==> src/rtl/fetch_unit_pkg.sv <==
// Shared constants for the instruction fetch stage: state encodings,
// the NOP word shown before the first fetch, and the default reset PC.
package fetch_unit_pkg;

    typedef enum logic [1:0] {
        FETCH  = 2'd0,
        ISSUE  = 2'd1,
        HALTED = 2'd2
    } fetch_state_e;

    localparam logic [31:0] NOP_INST         = 32'h0000_0013;
    localparam logic [31:0] RESET_PC_DEFAULT = 32'h0000_0000;

endpackage

==> src/rtl/fetch_unit_pc_next_sel.sv <==
// Combinational next-PC selection for a completed instruction, including
// the halt request and the branch-target misalignment trap.
module fetch_unit_pc_next_sel (
    input  logic [31:0] pc,
    input  logic        branch_en,
    input  logic [31:0] branch_target,
    input  logic        halt_flag,
    output logic [31:0] pc_next,
    output logic        to_halt,
    output logic        trap,
    output logic        retire
);

    logic [31:0] tgt;

    always_comb begin
        // Bit 0 is cleared as JALR requires; bit 1 set means not word aligned.
        tgt     = {branch_target[31:1], 1'b0};
        pc_next = pc + 32'd4;
        to_halt = 1'b0;
        trap    = 1'b0;
        retire  = 1'b1;
        if (halt_flag) begin
            pc_next = pc;
            to_halt = 1'b1;
        end else if (branch_en) begin
            if (tgt[1]) begin
                pc_next = pc;
                to_halt = 1'b1;
                trap    = 1'b1;
                retire  = 1'b0;
            end else begin
                pc_next = tgt;
            end
        end
    end

endmodule

==> src/rtl/fetch_unit.sv <==
// Instruction fetch stage: owns the PC, reads imem over a req/ack handshake,
// holds the instruction for the decoder and steps the PC on exec_done.
module fetch_unit
    import fetch_unit_pkg::*;
#(
    parameter logic [31:0] RESET_PC = RESET_PC_DEFAULT,
    parameter int          COUNT_W  = 32
) (
    input  logic               clk,
    input  logic               rst,
    output logic               imem_req,
    output logic [31:0]        imem_addr,
    input  logic               imem_ack,
    input  logic [31:0]        imem_rdata,
    output logic [31:0]        inst,
    output logic [31:0]        pc,
    output logic [31:0]        pc_plus4,
    output logic               inst_valid,
    input  logic               exec_done,
    input  logic               branchEn,
    input  logic [31:0]        branch_target,
    input  logic               halt_flag,
    output logic               halted,
    output logic               misaligned,
    output logic [COUNT_W-1:0] instret,
    output logic [COUNT_W-1:0] cycles
);

    localparam logic [COUNT_W-1:0] CNT_ONE = {{(COUNT_W-1){1'b0}}, 1'b1};

    fetch_state_e       state_q, state_d;
    logic [31:0]        pc_q, pc_d;
    logic [31:0]        inst_q, inst_d;
    logic               req_q, req_d;
    logic               valid_q, valid_d;
    logic               mis_q, mis_d;
    logic [COUNT_W-1:0] instret_q, instret_d;
    logic [COUNT_W-1:0] cycles_q, cycles_d;

    logic        ack_take, exec_take;
    logic [31:0] sel_pc;
    logic        sel_halt, sel_trap, sel_retire;

    // An ack only counts while a request is actually outstanding.
    assign ack_take  = (state_q == FETCH) && req_q && imem_ack;
    assign exec_take = (state_q == ISSUE) && exec_done;

    fetch_unit_pc_next_sel u_pc_next_sel (
        .pc            (pc_q),
        .branch_en     (branchEn),
        .branch_target (branch_target),
        .halt_flag     (halt_flag),
        .pc_next       (sel_pc),
        .to_halt       (sel_halt),
        .trap          (sel_trap),
        .retire        (sel_retire)
    );

    always_ff @(posedge clk) begin
        if (rst) state_q <= FETCH;
        else     state_q <= state_d;
    end

    always_comb begin
        state_d = state_q;
        unique case (state_q)
            FETCH:   if (ack_take)  state_d = ISSUE;
            ISSUE:   if (exec_take) state_d = sel_halt ? HALTED : FETCH;
            HALTED:  state_d = HALTED;
            default: state_d = FETCH;
        endcase
    end

    always_comb begin
        pc_d      = pc_q;
        inst_d    = inst_q;
        mis_d     = mis_q;
        instret_d = instret_q;
        cycles_d  = cycles_q;
        // Handshake outputs are registered so they follow the next state.
        req_d     = (state_d == FETCH);
        valid_d   = (state_d == ISSUE);
        if (ack_take) inst_d = imem_rdata;
        if (exec_take) begin
            pc_d = sel_pc;
            if (sel_trap)   mis_d     = 1'b1;
            if (sel_retire) instret_d = instret_q + CNT_ONE;
        end
        if (state_q != HALTED) cycles_d = cycles_q + CNT_ONE;
    end

    always_ff @(posedge clk) begin
        if (rst) begin
            pc_q      <= RESET_PC;
            inst_q    <= NOP_INST;
            req_q     <= 1'b0;
            valid_q   <= 1'b0;
            mis_q     <= 1'b0;
            instret_q <= '0;
            cycles_q  <= '0;
        end else begin
            pc_q      <= pc_d;
            inst_q    <= inst_d;
            req_q     <= req_d;
            valid_q   <= valid_d;
            mis_q     <= mis_d;
            instret_q <= instret_d;
            cycles_q  <= cycles_d;
        end
    end

    assign imem_req   = req_q;
    assign imem_addr  = pc_q;
    assign inst       = inst_q;
    assign pc         = pc_q;
    assign pc_plus4   = pc_q + 32'd4;
    assign inst_valid = valid_q;
    assign halted     = (state_q == HALTED);
    assign misaligned = mis_q;
    assign instret    = instret_q;
    assign cycles     = cycles_q;

endmodule

==> config.mk <==
export PLATFORM = sky130hd
export DESIGN_NAME = fetch_unit
export DESIGN_NICKNAME = d
export VERILOG_FILES = /design/src/rtl/fetch_unit_pkg.sv /design/src/rtl/fetch_unit_pc_next_sel.sv /design/src/rtl/fetch_unit.sv
export SDC_FILE = /design/constraint.sdc
export NUM_CORES = 1
export LEC_CHECK = 0
export CAP_MARGIN = 15
export CORE_UTILIZATION = 47
export DETAILED_ROUTE_END_ITERATION = 7
export PLACE_DENSITY = 0.88
export SETUP_SLACK_MARGIN = 0.15
export SYNTH_ARGS = -nofsm -noshare
export SYNTH_HDL_FRONTEND = slang
export SYNTH_SLANG_ARGS = --single-unit
==> constraint.sdc <==
create_clock -name clk -period 3.7 [get_ports clk]
set_input_delay 0.74 -clock clk [delete_from_list [all_inputs] [get_ports clk]]
set_output_delay 0.74 -clock clk [all_outputs]
set_load 0.01 [all_outputs]
# After elaboration in Yosys (flattened, before gate mapping)
# Cells that the tools add are included.
[classes] bitwise=1 reduce_logical=8 n_eq_ne=5 n_mux=13 add_sub_neg=3
[op_table] operator="32-bit by 1-bit adder with 32-bit output, second input constant" count=2
[op_table] operator="32-bit 2-to-1 mux" count=2
[op_table] operator="32-bit by 3-bit adder with 32-bit output, second input constant" count=1
[op_table] operator="1-bit 2-to-1 mux" count=7
[op_table] operator="2-bit 2-to-1 mux" count=3
[op_table] operator="2-bit one-hot mux with 3 select lines" count=1
[op_table] operator="2-bit by 1-bit equality test with 1-bit output, second input constant" count=2
[op_table] operator="2-bit zero test" count=2
[op_table] operator="2-bit inequality test, second input constant" count=2
[op_table] operator="2-bit AND reduction" count=2
[op_table] operator="1-bit logical AND" count=3
[op_table] operator="3-bit AND reduction" count=1
[op_table] operator="2-bit equality test, second input constant" count=1
[op_table] operator="1-bit NOT" count=1
[totals] register_bits=133 wordCells=38 output_inout_bits=196 inputBits=70

# Longest topological paths before layout
# Gate-level depths: netlist of run 1.
[depth] word_depth=7 ltp_mapped=8 depth_no_buf=6

# By module
# Synthesis of run 1 repeated with hierarchy kept, for this count alone.
[hier_totals] hier_cells=966 area_unflattened_um2=7309.5
[modules_own_cells] module="fetch_unit" cells_each=746 area_each_um2=6029.5 seq_area_each_um2=2662.6 instances=1
[modules_own_cells] module="fetch_unit_pc_next_sel" cells_each=220 area_each_um2=1280.0 seq_area_each_um2=0.0 instances=1

# Worst setup path after synthesis of run 1
# Ideal clock, no wire load.
[synth_path] path_kind="register -> output" start="register pc_q[4], in the netlist imem_addr[4]" end="output port pc_plus4[29]" path_stages_with_launch=9 path_slack_ps=854 n_path_buf=3 t_required_ps=2960 arrival_ps=2106 path_cell_list="dfxtp_1 -> buf_2 -> nand4_4 -> or2_0 -> buf_6 -> or4_4 -> buf_6 -> nor2_1 -> xor2_1"
[synth_between] elab_chain_len=1
[synth_lines] item="start: declaration" line_no="fetch_unit.sv:32" text="logic [31:0] pc_q, pc_d;"
[synth_lines] item="start signal: assignment" line_no="fetch_unit.sv:102" text="pc_q <= pc_d;"
[synth_lines] item="32-bit by 3-bit adder with 32-bit output" line_no="fetch_unit.sv:116" text="assign pc_plus4 = pc_q + 32'd4;"
[synth_lines] item="end: declaration" line_no="fetch_unit.sv:17" text="output logic [31:0] pc_plus4,"
# Every way passes these cells.

# Worst setup path after layout of run 1
[layout_path] start="register pc_q[14], in the netlist imem_addr[14]" end="output port pc_plus4[29]"
# The elaborated chain is that of the path after synthesis.

==> metrics.md, run 1 <==
| Metric | Value |
|---|---|
| GRT Total Usage | about a quarter |
| Area Growth Syn to Fin | 46.7% |
| Status | completed |
| Cts hold-fix bufs | 0 |
| Post-synthesis mux area share | roughly 1.4% |
| Seq pwr share | 42.3% |
| Compound-cell area share of the yosys netlist | between 10% and 20% |
| Post-synthesis adder-cell area fraction | 0.562% |
| Max clock buf depth | 2 |
| CTS tree | done |
| Cell area after placement | about 9100 µm² |
| Synth cell types | 56 |
| Vias in the first global route | between 6,000 and 7,000 |
| Initial antenna violation count | 0 |
| DRC violations left | 0 |
| Worst slew pin tran | between 700 and 800 ps |
| Crit path launch type | register |
| Fmax | roughly 280 MHz |
| Synth Cell Area | 6680 µm² |
| Leak pwr | around 3.5 nW |
| Critical path class | reg2out |
| Setup Viol. Count Final | 0 |
| Vias per cell | 5.41 |
| Worst Skew | around 8.3 ps |
| Sw Pwr | 0.809 mW |
| Largest family of logic cells by synthesized area | simple AND/OR/NAND/NOR gates |
| Pin count of the biggest net entering global routing | 74 |
| Hold path depth | 2 |
| Worst min path class | reg2reg |
| Worst-path fanout max | 6 |
| Clock-pin slew on the worst setup and hold paths | around 60 ps |
| Most used DFF post-synth | dfxtp_1 |
| Post-synthesis register bit count | 131 |
| Die X | 121 µm |
| Post-route ant nets | 0 |
| GPL Wtd Cong | 0.873 |
| Iter 0 DRT Violations | 420 |
| Die Height | roughly 120 µm |
| # Max-Cap Violations | 0 |
| R2R depth | 7 |
| IO Port Bufs | between 200 and 300 |
| Fin crit period | around 3500 ps |
| Sw frac | between 20% and 30% |
| CP Cell Sequence | nand4_4, or3_4, or4_4, nor2_2, xor2_1, clkdlybuf4s50_1 |
| Clk network pwr share | between 40 and 50% |
| Share of post-route cells with drive strength above 1 | between 7 and 8% |
| Fin. Hold Viols | 0 |
| Asr flop ratio synth | 0% |
| Cell count after synthesis | between 800 and 900 |
| # rows | 43 |
| Setup TNS Final | 0 ps |
| H-tree depth | 4 |
| Initial Util | 48.1% |
| DRT Pass-1 Iters | 5 |
| Syn. warnings | 0 |
| Int Pwr | roughly 2.6 mW |
| Slew Limit Fails | 0 |
| Combinational share of power | a little under a tenth |
| CP peak stage delay | 550 ps |
| Core area | roughly 14,000 µm² |
| Total global routing overflow | 0 |
| Post-synthesis sequential area ratio | between 30% and 40% |
| Final HPWL DP | 13.9 mm |
| Synth Area per Inst | 7.95 µm² |
| Critical Path AT | 2780 ps |
| VDD IR max | between 200 and 300 µV |
| Critical path's slowest cell | clkdlybuf4s50_1 |
| Pwr/cell area | around 350 nW/µm² |
| Final std cell area, no fill | approximately 10000 µm² |
| Diodes inserted | 0 |
| Root buffer cell | clkbuf_16 |
| Number of synthesized flops with an enable pin | 0 |
| XOR/XNOR Fraction of Synth Area | 11.3% |
| Wire length per cell | roughly 16 µm |
| Nets | ~1,100 |
| WL final | approximately 20 mm |
| Commonest cells post-synth | 131 x dfxtp_1, 121 x nand2_1, 91 x nor2_1, 66 x a21oi_1, 47 x xor2_1 |
| Clock latency on the worst-skew pair | 410 ps |
| Total CTS buffers | 17 |
| RSZ-0062 raised after global routing | true |
| Crit share post-route | between 90% and 100% |
| Top area cells in the synthesized netlist | dfxtp_1 39%, nand2_1 6.8%, xor2_1 6.2% |
| Clock sinks | 131 |
| I/O pin total | 266 |
| Worst path required time | around 3000 ps |
| Post-Synth Simple-Gate Area | 28.3% |
| Global-route wire length before repair | 30.4 mm |
| Crit. End Element | output pin |
| Slew HR | about half |
| Die footprint | 14,700 µm² |
| Via count | 6,726 |
| Cell with the most instances after synthesis | dfxtp_1 |
| Top-area cell type share of the netlist area | approximately 39% |
| Area leader, netlist | dfxtp_1 |
==> what timing repair did <==
action,4_1_cts,5_1_grt
buffers inserted,1,0
setup endpoints to repair,6,6
pin swaps,1,0
gates resized for setup,19,8
==> state kept, by name, indices dropped and copies added, names as in the netlist <==
| register | count |
|---|---|
| inst | 32 |
| instret | 32 |
| state_q | 2 |
| imem_addr | 30 |
| misaligned | 1 |
| cycles | 32 |
| inst_valid | 1 |
| imem_req | 1 |
==> worst paths after layout <==
| kind | from | to | slack, ps |
|---|---|---|---|
| hold reg to reg | inst[26] | inst[26] | 450 |
| setup reg to reg | state_q[0] | cycles[31] | 1450 |
| setup / recovery | imem_addr[14] | pc_plus4[29] | 180 |
| hold / removal | inst[26] | inst[26] | 450 |
==> power by group through the flow <==
stage / Combinational, mW / Sequential [mW] / Clock [mW]
global route: 0.338 / 1.47 / 1.77
detailed placement: 0.311 / 1.50 / 0
global placement: 0.308 / 1.49 / 0
floorplan: 0.130 / 1.51 / 0
CTS: 0.314 / 1.47 / 1.70
finish: 0.314 / 1.46 / 1.68
==> cell families after synthesis <==
kind of cell             Yosys count
AO/OA/AOI/OAI                    127
XOR/XNOR                          86
adder cells (fa/ha/maj)            3
buffers and inverters            101
flip-flops                       131
multiplexers                       9
other                              1
AND/OR/NAND/NOR                  382
==> layer usage <==
metal | GRT usage (%) | part of all wire, % | up-vias
li1 | - | - | 3271
met1 | 30.1 | 39 | 3146
met2 | 44.8 | 50 | 274
met3 | 8.83 | 8.8 | 35
met4 | 8.87 | 2.1 | 0
met5 | 0 | 0 | -
==> cell usage in the layout (no fill, tap or decap), drive strengths merged, types with 4 or more instances in the layout <==
| cell type | count |
|---|---|
| a21oi | 66 |
| a22oi | 5 |
| a31oi | 6 |
| and3 | 17 |
| and4 | 12 |
| buf | 19 |
| clkbuf | 20 |
| clkdlybuf4s50 | 256 |
| clkinv | 6 |
| conb | 6 |
| dfxtp | 131 |
| inv | 14 |
| mux2i | 8 |
| nand2 | 121 |
| nand2b | 5 |
| nand3 | 39 |
| nand3b | 4 |
| nand4 | 31 |
| nor2 | 91 |
| nor2b | 6 |
| nor3 | 13 |
| nor4 | 24 |
| o21ai | 20 |
| o31ai | 5 |
| or3 | 8 |
| xnor2 | 39 |
| xor2 | 47 |
==> worst max-delay path: cells and delay by family, from the launching register on <==
kind	cells	cell delay, ps
buffers and inverters	1	550
XOR/XNOR	1	160
flip-flops	1	400
AND/OR/NAND/NOR	4	1270
==> final cells by class <==
type	count	area, µm²
clock buffer	20	467
clock inverter	12	129
fill	1049	4080
inverter	13	48.8
multi-input combinational	613	3580
sequential	131	2660
tap	180	225
timing repair buffer	275	2700
==> per-stage QoR <==
stage / power, mW / setup WS, ps / hold slack, ps / utilization, % / instances
2_1_floorplan: 1.64 / 854 / 481 / - / 845
3_3_place_gp: 1.80 / 357 / 441 / 65.9 / 1211
3_5_place_dp: 1.81 / 324 / 447 / 65.9 / 1211
4_1_cts: 3.48 / 154 / 455 / 70.5 / 1244
5_1_grt: 3.58 / 84.9 / 467 / 70.6 / 1244
6_report: 3.46 / 176 / 451 / 70.6 / 1244
Note: power is estimated with default switching activity, not from simulation.
==> run 2: changes to the inputs <==
--- a/config.mk
+++ b/config.mk
@@ -8,7 +8,7 @@
 export CAP_MARGIN = 15
 export CORE_UTILIZATION = 47
 export DETAILED_ROUTE_END_ITERATION = 7
-export PLACE_DENSITY = 0.88
+export PLACE_DENSITY = 0.95
 export SETUP_SLACK_MARGIN = 0.15
 export SYNTH_ARGS = -nofsm -noshare
 export SYNTH_HDL_FRONTEND = slang
==> run 2 against run 1 <==
  * Flip-flop and latch count unchanged
  * Routed wire length up 0.73%
  * Critical path depth did not move
  * Sequential power hardly changed
  * Design area increased by 0.59%
  * Clock skew decreased by 3.0 ps
  * Hold slack gained 2.1 ps
  * First-iteration DRC count grew 34%
  * Critical path type unchanged
  * Largest power group unchanged
==> metrics.md, run 2 (same netlist as run 1, synthesis figures left out) <==
| Metric | Value |
|---|---|
| Status | completed |
| Critical path class | reg2out |
| Core area | 13,900 µm² (unchanged) |
| Via count | 6,827 (+1.5%) |
| GRT Total Usage | 26.8% (+0.74 points) |
| Iter 0 DRT Violations | 561 (+34%) |
| Initial Util | 48.1% (unchanged) |
| Wire length per cell | 16.2 µm (+0.89%) |
| Critical Path AT | 2670 ps (-110 ps) |
| Die footprint | 14,700 µm² (unchanged) |
| Leak pwr | 3.53 nW (+1.4%) |
| Diodes inserted | 0 (unchanged) |
| Crit path launch type | register |
| Total CTS buffers | 17 (unchanged) |
| Fmax | 293 MHz (+3.3%) |
| Worst path required time | 2960 ps (about the same) |
| Clock latency on the worst-skew pair | 410 ps (about the same) |
| Pwr/cell area | 373 nW/µm² (+5.9%) |
| Buf+Inv Stages, Crit Path | 1 (unchanged) |
| Worst-path fanout max | 9 (+3) |
| Cts hold-fix bufs | 0 (unchanged) |
| Share of post-route cells with drive strength above 1 | 7.72% (-0.27 points) |
| Global-route wire length before repair | 31.2 mm (+2.6%) |
| GPL Wtd Cong | 0.898 (+2.8%) |
| Fin crit period | 3410 ps (-112 ps) |
| Root buffer cell | clkbuf_16 |
| Critical R2R Launch | state_q[0] |
| Slew HR | 37.0% (-11 points) |
| Fillcell total | 1,048 (-0.095%) |
| CP delay by family, top | simple AND/OR/NAND/NOR gates |
| Setup Viol. Count Final | 0 (unchanged) |
| CP Cell Sequence | ha_2, and3_2, and4_1, nand4_1, xnor2_1, clkdlybuf4s50_1 |
| Worst slew pin tran | 945 ps (+174 ps) |
| Setup TNS Final | 0 ps (unchanged) |
| VDD IR max | 276 µV (+8.4%) |
| Hold Path End | inst[17] |
| Reg-to-reg endpoint | cycles[31] |
| # Max-Cap Violations | 0 (unchanged) |
| Worst Skew | 5.28 ps (-2.98 ps) |
| Flop2flop setup slack | 1250 ps (-200 ps) |
| Clock sinks | 131 (unchanged) |
| Max clock buf depth | 2 (unchanged) |
| Final std cell area, no fill | 9860 µm² (+0.59%) |
| Die X | 121 µm (unchanged) |
| Worst min path class | reg2reg |
| I/O pin total | 266 (unchanged) |
| Cell area after placement | 9120 µm² (-0.23%) |
| WL final | 20.1 mm (+0.73%) |
| CP peak stage delay | 580 ps (+30 ps) |
| CTS tree | done |
| Crit share post-route | 92.2% (-3.0 points) |
| RSZ-0062 raised after global routing | false |
| Pin count of the biggest net entering global routing | 89 (+20%) |
| Layout Utilization | 71.0% (+0.41 points) |
| Clock-pin slew on the worst setup and hold paths | 60 ps (about the same) |
| Final HPWL DP | 13.9 mm (about the same) |
| IO Port Bufs | 258 (unchanged) |
| Post-route ant nets | 0 (unchanged) |
| Crit. End Element | output pin |
| DRC violations left | 0 (unchanged) |
| Area Growth Syn to Fin | 47.6% |
| Hold path depth | 2 (unchanged) |
| Initial antenna violation count | 0 (unchanged) |
| DRT Pass-1 Iters | 5 (unchanged) |
| Vias per cell | 5.50 (+1.7%) |
| # rows | 43 (unchanged) |
| Commonest non-fill, non-tap cells in the layout | 254 x clkdlybuf4s50_1, 121 x nand2_1, 115 x dfxtp_1 |
| Total global routing overflow | 0 (unchanged) |
| Commonest non-fill, non-tap cell in the layout | clkdlybuf4s50_1 |
| Critical path's slowest cell | clkdlybuf4s50_1 |
| Vias in the first global route | 6,298 (+3.5%) |
| Nets | 1,122 (-0.18%) |
| Die Height | 121 µm (unchanged) |
| R2R depth | 6 (-1) |
| Fin. Hold Viols | 0 (unchanged) |
| HP Start | inst[17] |
| H-tree depth | 4 (unchanged) |
| Slew Limit Fails | 0 (unchanged) |
[run 2: changes by cell type in the layout (fill, tap and decap cells not counted), moves of 2 or more]
cell             before  now
bufinv_16             2    6
clkinv_2              4    2
buf_4                18   16
clkbuf_8              3    1
dfxtp_4               5    2
dfxtp_2              11   14
clkdlybuf4s50_1     256  254
[run 2: per-layer routing]
metal,share of wire (%),global-route usage (%),routed length [µm]
met4,2.9,12.2,588
met3,7.2,5.78,1440
met5,0,0,0
met1,40,31.4,8070
met2,50,46.6,9970
[run 2: power by group]
group	leakage [nW]	internal (mW)	switching (mW)
Sequential	1.07	1.44	0.0248
Combinational	2.14	0.163	0.149
Clock	0.323	1.28	0.620
[run 2: final cells by class]
type | count | area (µm²) | share of cell area, %
repair buffers | 273 | 2690 | 27.3
clock buffers | 19 | 443 | 4.49
inverters | 13 | 48.8 | 0.495
well taps | 180 | 225 | 2.28
clock inverters | 13 | 231 | 2.35
flip-flops and latches | 131 | 2650 | 26.8
multi-input cells | 613 | 3580 | 36.3
[run 2: per-stage QoR]
step	cells	setup WS, ps	power (mW)	hold WS (ps)
floorplan	845	854	1.64	481
global placement	1209	373	1.80	441
detailed placement	1209	286	1.81	445
CTS	1242	186	3.71	453
global route	1242	161	3.80	471
finish	1242	288	3.68	453
[run 2: worst max-delay path by stage]
| stage | startpoint | to | slack (ps) | cells after the start |
|---|---|---|---|---|
| after floorplan | imem_addr[4] | pc_plus4[29] | 850 | 8 |
| after detailed placement | imem_addr[12] | pc_plus4[29] | 290 | 6 |
| final | imem_addr[2] | pc_plus4[28] | 290 | 6 |
| after global placement | imem_addr[12] | pc_plus4[29] | 370 | 6 |
| after CTS | imem_addr[15] | pc_plus4[31] | 190 | 6 |
| after global routing | imem_addr[2] | pc_plus4[28] | 160 | 6 |
[run 2: tightest hold or removal path: stages (launching register included)]
cell and delay (ps):
dfxtp_1 310, nand2_1 50, a21oi_1 50
[run 2: timing repair]
item	4_1_cts	5_1_grt
gates cloned	0	0
endpoints found under the setup margin	5	5
pin swaps	1	0
gates resized for setup	21	6
setup buffers	1	0
